### src/rtl/note_sequencer.sv
// Plays 4-slot note frames from the MCU: synchronises the ce handshake, buffers up to two
// frames, and steps each slot's pitch for its duration in ticks.
module note_sequencer #(
  parameter int NSLOTS = 4,
  parameter int SLOTW  = 10,
  parameter int DURW   = 4
) (
  input  logic                    clk,
  input  logic                    reset_n,
  input  logic                    ce,
  input  logic [NSLOTS*SLOTW-1:0] flattenedMCUout,
  input  logic                    tick,
  output logic                    makingMusic,
  output logic                    start,
  output logic [SLOTW-DURW-1:0]   pitch,
  output logic                    frameReq,
  output logic                    overflow
);
  localparam int FW = NSLOTS * SLOTW;
  localparam int IW = (NSLOTS > 1) ? $clog2(NSLOTS) : 1;

  typedef enum logic [1:0] {IDLE, LOAD, PLAY} state_t;
  state_t state, state_nx;

  logic          ce_s1, ce_s2, ce_s3;
  logic          capture;
  logic [FW-1:0] fifo_mem [2];
  logic          wr_ptr, rd_ptr;
  logic [1:0]    count;
  logic          push, pop, fifo_has;
  logic [FW-1:0] head;

  logic [FW-1:0]    play_reg, play_nx;
  logic [IW-1:0]    slot, slot_nx;
  logic [DURW-1:0]  counter, cnt_nx;
  logic [SLOTW-1:0] cur_slot;
  logic [DURW-1:0]  cur_dur;
  logic             end_frame;

  // ce_s3 is only an edge detector stage; capture fires when the synchronised ce drops
  always_ff @(posedge clk or negedge reset_n) begin
    if (!reset_n) begin
      ce_s1 <= 1'b0;
      ce_s2 <= 1'b0;
      ce_s3 <= 1'b0;
    end else begin
      ce_s1 <= ce;
      ce_s2 <= ce_s1;
      ce_s3 <= ce_s2;
    end
  end

  assign capture  = ce_s3 & ~ce_s2;
  assign fifo_has = (count != 2'd0);
  assign head     = fifo_mem[rd_ptr];
  assign push     = capture & ((count != 2'd2) | pop);
  assign frameReq = (count != 2'd2);

  always_ff @(posedge clk) begin
    if (push) fifo_mem[wr_ptr] <= flattenedMCUout;
  end

  always_ff @(posedge clk or negedge reset_n) begin
    if (!reset_n) begin
      wr_ptr   <= 1'b0;
      rd_ptr   <= 1'b0;
      count    <= 2'd0;
      overflow <= 1'b0;
    end else begin
      if (push) wr_ptr <= ~wr_ptr;
      if (pop)  rd_ptr <= ~rd_ptr;
      if (push && !pop)      count <= count + 2'd1;
      else if (pop && !push) count <= count - 2'd1;
      if (capture && !push) overflow <= 1'b1;
    end
  end

  assign cur_slot = play_reg[int'(slot)*SLOTW +: SLOTW];
  assign cur_dur  = cur_slot[DURW-1:0];

  always_ff @(posedge clk or negedge reset_n) begin
    if (!reset_n) begin
      state    <= IDLE;
      play_reg <= '0;
      slot     <= '0;
      counter  <= '0;
    end else begin
      state    <= state_nx;
      play_reg <= play_nx;
      slot     <= slot_nx;
      counter  <= cnt_nx;
    end
  end

  // A frame ending with data waiting chains straight into LOAD so playback stays continuous
  always_comb begin
    state_nx  = state;
    play_nx   = play_reg;
    slot_nx   = slot;
    cnt_nx    = counter;
    pop       = 1'b0;
    start     = 1'b0;
    end_frame = 1'b0;
    case (state)
      IDLE: begin
        if (fifo_has) begin
          pop      = 1'b1;
          play_nx  = head;
          slot_nx  = '0;
          state_nx = LOAD;
        end
      end
      LOAD: begin
        if (cur_dur != '0) begin
          start    = 1'b1;
          cnt_nx   = cur_dur;
          state_nx = PLAY;
        end else begin
          end_frame = 1'b1;
        end
      end
      PLAY: begin
        if (tick) begin
          cnt_nx = counter - DURW'(1);
          if (counter == DURW'(1)) begin
            if (slot != IW'(NSLOTS - 1)) begin
              slot_nx  = slot + IW'(1);
              state_nx = LOAD;
            end else begin
              end_frame = 1'b1;
            end
          end
        end
      end
      default: state_nx = IDLE;
    endcase
    if (end_frame) begin
      if (fifo_has) begin
        pop      = 1'b1;
        play_nx  = head;
        slot_nx  = '0;
        state_nx = LOAD;
      end else begin
        slot_nx  = '0;
        state_nx = IDLE;
      end
    end
  end

  assign makingMusic = (state != IDLE);
  assign pitch       = (state == IDLE) ? '0 : cur_slot[SLOTW-1:DURW];

endmodule

### config.mk
export PLATFORM = sky130hd
export DESIGN_NAME = note_sequencer
export DESIGN_NICKNAME = d
export VERILOG_FILES = /design/src/rtl/note_sequencer.sv
export SDC_FILE = /design/constraint.sdc
export NUM_CORES = 1
export LEC_CHECK = 0
export BUFFER_PORTS_ARGS = -buffer_cell sky130_fd_sc_hd__buf_2
export CORE_UTILIZATION = 60
export DETAILED_ROUTE_END_ITERATION = 12
export GPL_ROUTABILITY_DRIVEN = 0
export PLACE_DENSITY = 0.81
export SYNTH_ARGS = -nofsm -noshare
export SYNTH_HDL_FRONTEND = slang
export SYNTH_SLANG_ARGS = --single-unit
### constraint.sdc
create_clock -name clk -period 9.9 [get_ports clk]
set_input_delay 2.97 -clock clk [delete_from_list [all_inputs] [get_ports clk]]
set_output_delay 2.97 -clock clk [all_outputs]
set_load 0.01 [all_outputs]
## Yosys cells after proc, flatten, opt, wreduce, memory -nomap -nowiden

Memories as Yosys holds them, arrays and structs flattened.
Index checks and enable logic that the tools add are counted.

| operators by class | value |
|---|---|
| equal/unequal tests | 12 |
| $add $sub $neg | 4 |
| $lt $le $gt $ge | 0 |
| divide/modulo/power cells | 0 |
| mux-type cells | 37 |
| bitwise operators | 6 |
| reduce and logical (&&, ||, !) cells | 15 |
| multipliers | 1 |
| shifts and indexed selects | 1 |

Operators with widths:

| operator | number |
|---|---|
| 2-to-1 mux 40 bit | 4 |
| variable part select 40 x 7 -> 10 bit | 1 |
| 2-to-1 mux 2 bit | 13 |
| inequality test 3 bit (second input constant) | 5 |
| 2-to-1 mux 1 bit | 13 |
| AND reduction 5 bit | 2 |
| 2-to-1 mux 4 bit | 2 |
| inequality test 2 bit (second input constant) | 4 |
| one-hot mux 4 bit (2 select lines) | 1 |
| nonzero test 2 bit | 4 |
| 2-to-1 mux 6 bit | 1 |
| one-hot mux 2 bit (3 select lines) | 1 |
| multiplier 2 x 3 -> 5 bit (second input constant) | 1 |
| adder 2 x 1 -> 2 bit (second input constant) | 2 |
| == test 4 x 1 -> 1 bit (second input constant) | 1 |
| one-hot mux 2 bit (2 select lines) | 1 |
| nonzero test 4 bit | 1 |
| subtractor 4 x 1 -> 4 bit (second input constant) | 1 |
| logical AND 1 bit | 3 |
| inverter 1 bit | 3 |
| AND reduction 3 bit | 1 |
| nonzero test 3 bit | 1 |
| bitwise AND 1 bit | 2 |
| == test 2 x 1 -> 1 bit (second input constant) | 1 |
| 6 further kinds | 7 |

| storage, ports and cells | value |
|---|---|
| logic and storage cells | 88 |
| register bits after elaboration | 56 |
| bits in latches | 0 |
| bits in read-only memories | 0 |
| output and inout port bits | 10 |
| bits in writable memories | 80 |
| memories kept | 1 |

Memories:

| memory | words | bits a word | read ports | clocked after Yosys merged registers in | write ports | line | RTL |
|---|---|---|---|---|---|---|---|
| fifo_mem | 2 | 40 | 1 | 0 | 1 | 27 | `logic [FW-1:0] fifo_mem [2];` |

## Logic depth before layout (Yosys ltp)

| logic depth | value |
|---|---|
| depth after elaboration | 12 |
| gate-level depth with buffers | 14 |
| mapped depth without buffers | 11 |

## Worst setup path after synthesis

OpenSTA, ideal clock, no wires.

| timing | value |
|---|---|
| path kind | input to register |
| from | input port tick |
| to | memory fifo_mem[0][0] in the netlist's numbering, enable pin |
| setup time | 442 ps |
| data arrival time | 5394 ps |
| required time | 9458 ps |
| slack | 4063 ps |
| stages | 5 |
| cells stage by stage | nand4_1 o21ai_2 a21oi_2 a31oi_1 nor2b_1 |

| on the way | value |
|---|---|
| longest elaborated chain between the ends | 7 |

Ends and longest elaborated chain:

| element | line | RTL |
|---|---|---|
| start: declaration | 12 | `input logic tick,` |
| 2-to-1 mux 1 bit | 123 | `if (tick) begin` |
| one-hot mux 1 bit (2 select lines) | 104 | `case (state)` |
| 2-to-1 mux 1 bit | 137 | `if (end_frame) begin` |
| bitwise OR 1 bit | 56 | `assign push = capture & ((count != 2'd2) \| pop);` |
| bitwise AND 1 bit | 56 |  |
| 2-to-1 mux 1 bit | 60 | `if (push) fifo_mem[wr_ptr] <= flattenedMCUout;` |
| 2-to-1 mux 1 bit (not written as such) | 60 |  |
| end: declaration | 27 |  |

Every way passes these cells.

## Worst setup path after layout

| timing | value |
|---|---|
| from | register slot[0] |
| to | output port start |

| on the way | value |
|---|---|
| longest elaborated chain between the ends | 5 |

Ends and longest elaborated chain:

| element | line | RTL |
|---|---|---|
| start: declaration | 34 | `logic [IW-1:0] slot, slot_nx;` |
| start signal: assignment | 90 | `slot <= slot_nx;` |
| multiplier 2 x 3 -> 5 bit | 78 | `assign cur_slot = play_reg[int'(slot)*SLOTW +: SLOTW];` |
| variable part select 40 x 7 -> 10 bit | 78 |  |
| nonzero test 4 bit | 114 | `if (cur_dur != '0) begin` |
| 2-to-1 mux 1 bit | 114 |  |
| 2-to-1 mux 1 bit | 104 |  |
| end: declaration | 14 | `output logic start,` |

Every way passes these cells.

==> qor.yml <==
run_status: "completed"
reg2reg_depth: 7
setup_viol: 0
hold_depth: 0
final.min_clock_period_ns: 5.66
ios: 54
cts_setup_buffers: 0
firstDrtPassIters: 7
slowest_delay_ns: 0.80
synth.ff_latch_count: 136
viasPerCell: 5.90
drive_above_1_share: 0.243
crit_family: "flip-flops"
crit_arrival_ns: 2.69
tritoncts: "done"
worst-r2r-setup-slack_ns: 5.79
first_global_vias: 3377
synthDominantCellAreaShare: 0.433
hpwl_mm: 6.49
fin_nets: 484
hold_slack_ns: 0.362
finalSetupTns_ns: 0
crit_path_start_kind: "flop"
critPathMaxFanout: 15
synth_cell_types: 38
synthTopCellsByArea: "edfxtp_1, dfrtp_1, mux2i_1"
drc: 0
areaGrowthSynthToFinish_pct: 16.1
synth_edf_count: 80
crit_start: "slot[0]$_DFFE_PN0P_"
crit_required_ns: 6.93
pre_cts_slack_ns: 4.44
cts_buffers: 17
maxSlewHeadroom: 0.231
reg2reg_from: "slot[0]$_DFFE_PN0P_"
hold_class: "flop to flop"
drt_wl_total_mm: 10.2
synth_common_cells: "edfxtp_1, dfrtp_1, o21ai_0"
seq_area_frac_synth: 0.686
cts_resized: 0
fp.dieW_um: 98.1
track_usage: 0.239
rsz0062_at_grt: "no"
start_util: 0.627
io_buffers: 53
power.total_w: 0.00216
holdPathEnd: "ce_s2$_DFF_PN0_"
timing.rr.end: "fifo_mem[0][18]$_DFFE_PP_"
crit_path_end_kind: "output pin"
fillers: 567
yosysMostFrequentCell: "edfxtp_1"
drv_slew: 0
syn_inst: 377
critical_path_class: "flop to output pin"
clockRootBuffer: "clkbuf_8"
grt_max_degree: 57
tightest_slew_ns: 1.15
clk_latency_ns: 0.52
syn_area_um2: 5550
hp-start: "ce_s1$_DFF_PN0_"
cp_cell_sequence: "mux4_2 > or3_4 > o21a_1 > buf_2"
rows: 34
synth_top_area_cell: "edfxtp_1"
die_h_um: 98.1
diodes: 0
clockBufferDepth: 2
antenna_found_initial: 0
max_freq_mhz: 177
ys.flop_type: "edfxtp_1"
drt-wirelength-per-cell_um: 18.4
clkTransAtPathRegs_ns: 0.06
path_buf_inv: 1
grt-ovfl-total: 0
h-tree-depth: 4
holdBufCountCts: 0
slowest_stage: "dfrtp_1"
hold_viol_final: 0
coreArea_um2: 8850
avgSynthCellArea_um2: 14.7
setup_ws_ns: 4.24
path_depth: 4
period_share: 0.572
powerDensity_nw_per_um2: 335
largest_reg_flops: 80
drv_cap: 0
cts_sinks: 136
ys_async_sr_fraction: 0.412
synthesis.nets: 429
dr.first_iter.drc_count: 317
vias: 3263
die-area_um2: 9630
grt_pass1_wl_mm: 17.0
ys_warn_count: 0
ant_nets: 0
peakVddDrop_mv: 0.160
skew_ns: 0.00706
leakagePower_nw: 2.57
-- per-layer routing --
layer,up-vias,track usage,part of all wire
met5,-,0,0
met4,0,0.103,0.018
met3,16,0.0659,0.045
met2,106,0.392,0.52
met1,1626,0.304,0.42
li1,1515,-,-
-- layout by cell type (no fill, tap or decap), types with 2 or more instances in the layout --
cell type	synthesis	final
nor2b_1	3	2
mux2i_1	48	48
edfxtp_1	80	80
nor3_1	3	3
xor2_1	3	3
dfrtp_1	56	55
clkbuf_8	0	2
clkinv_4	0	2
inv_6	0	6
nand2_1	2	2
ha_1	8	8
a21oi_1	8	8
buf_2	2	53
nor2_1	7	6
inv_1	9	9
clkbuf_16	0	16
buf_4	0	5
o21ai_0	52	52
and2_1	9	8
o21ai_1	38	38
mux4_2	9	9
clkinvlp_4	0	3
-- through the flow --
stage	instance area [um^2]	util	std cells
2_1_floorplan	5550	-	377
3_3_place_gp	5870	0.664	521
3_5_place_dp	5870	0.664	521
4_1_cts	6440	0.728	553
5_1_grt	6440	0.728	553
6_report	6440	0.728	553
-- report_power, final --
part	total, W	leakage [nW]	internal, W	switching, W
clock network	0.000596	0.272	0.000346	0.000250
registers	0.000879	1.41	0.000766	0.000113
logic	0.000681	0.887	0.000289	0.000392
total	0.00216	2.57	0.00140	0.000755
-- worst max-delay path by stage --
| stage | to |
|---|---|
| final | start |
| after global routing | start |
| after CTS | start |
| after detailed placement | fifo_mem[0][30]$_DFFE_PP_ |
| after global placement | fifo_mem[0][31]$_DFFE_PP_ |
| after floorplan | fifo_mem[0][0]$_DFFE_PP_ |
-- logic make-up after synthesis --
group                      count (synthesis)  synth area share
muxes                                     57             0.123
AOI/OAI and AO/OA                        107             0.102
DFF                                      136             0.686
and+or+nand+nor                           33            0.0336
adders and majority gates                  8            0.0180
xor gates and xnor gates                   5           0.00925
buffers and inverters                     31            0.0282
-- final cells by class --
class	instances	area [um^2]	share of cell area
clock buffers	18	428	0.0664
well taps	108	135	0.0210
multi-input cells	210	1600	0.248
inverters	9	33.8	0.00524
clock inverters	14	139	0.0216
flip-flops and latches	136	3800	0.591
repair buffers	58	303	0.0470
(Power assumes the default switching activity.)
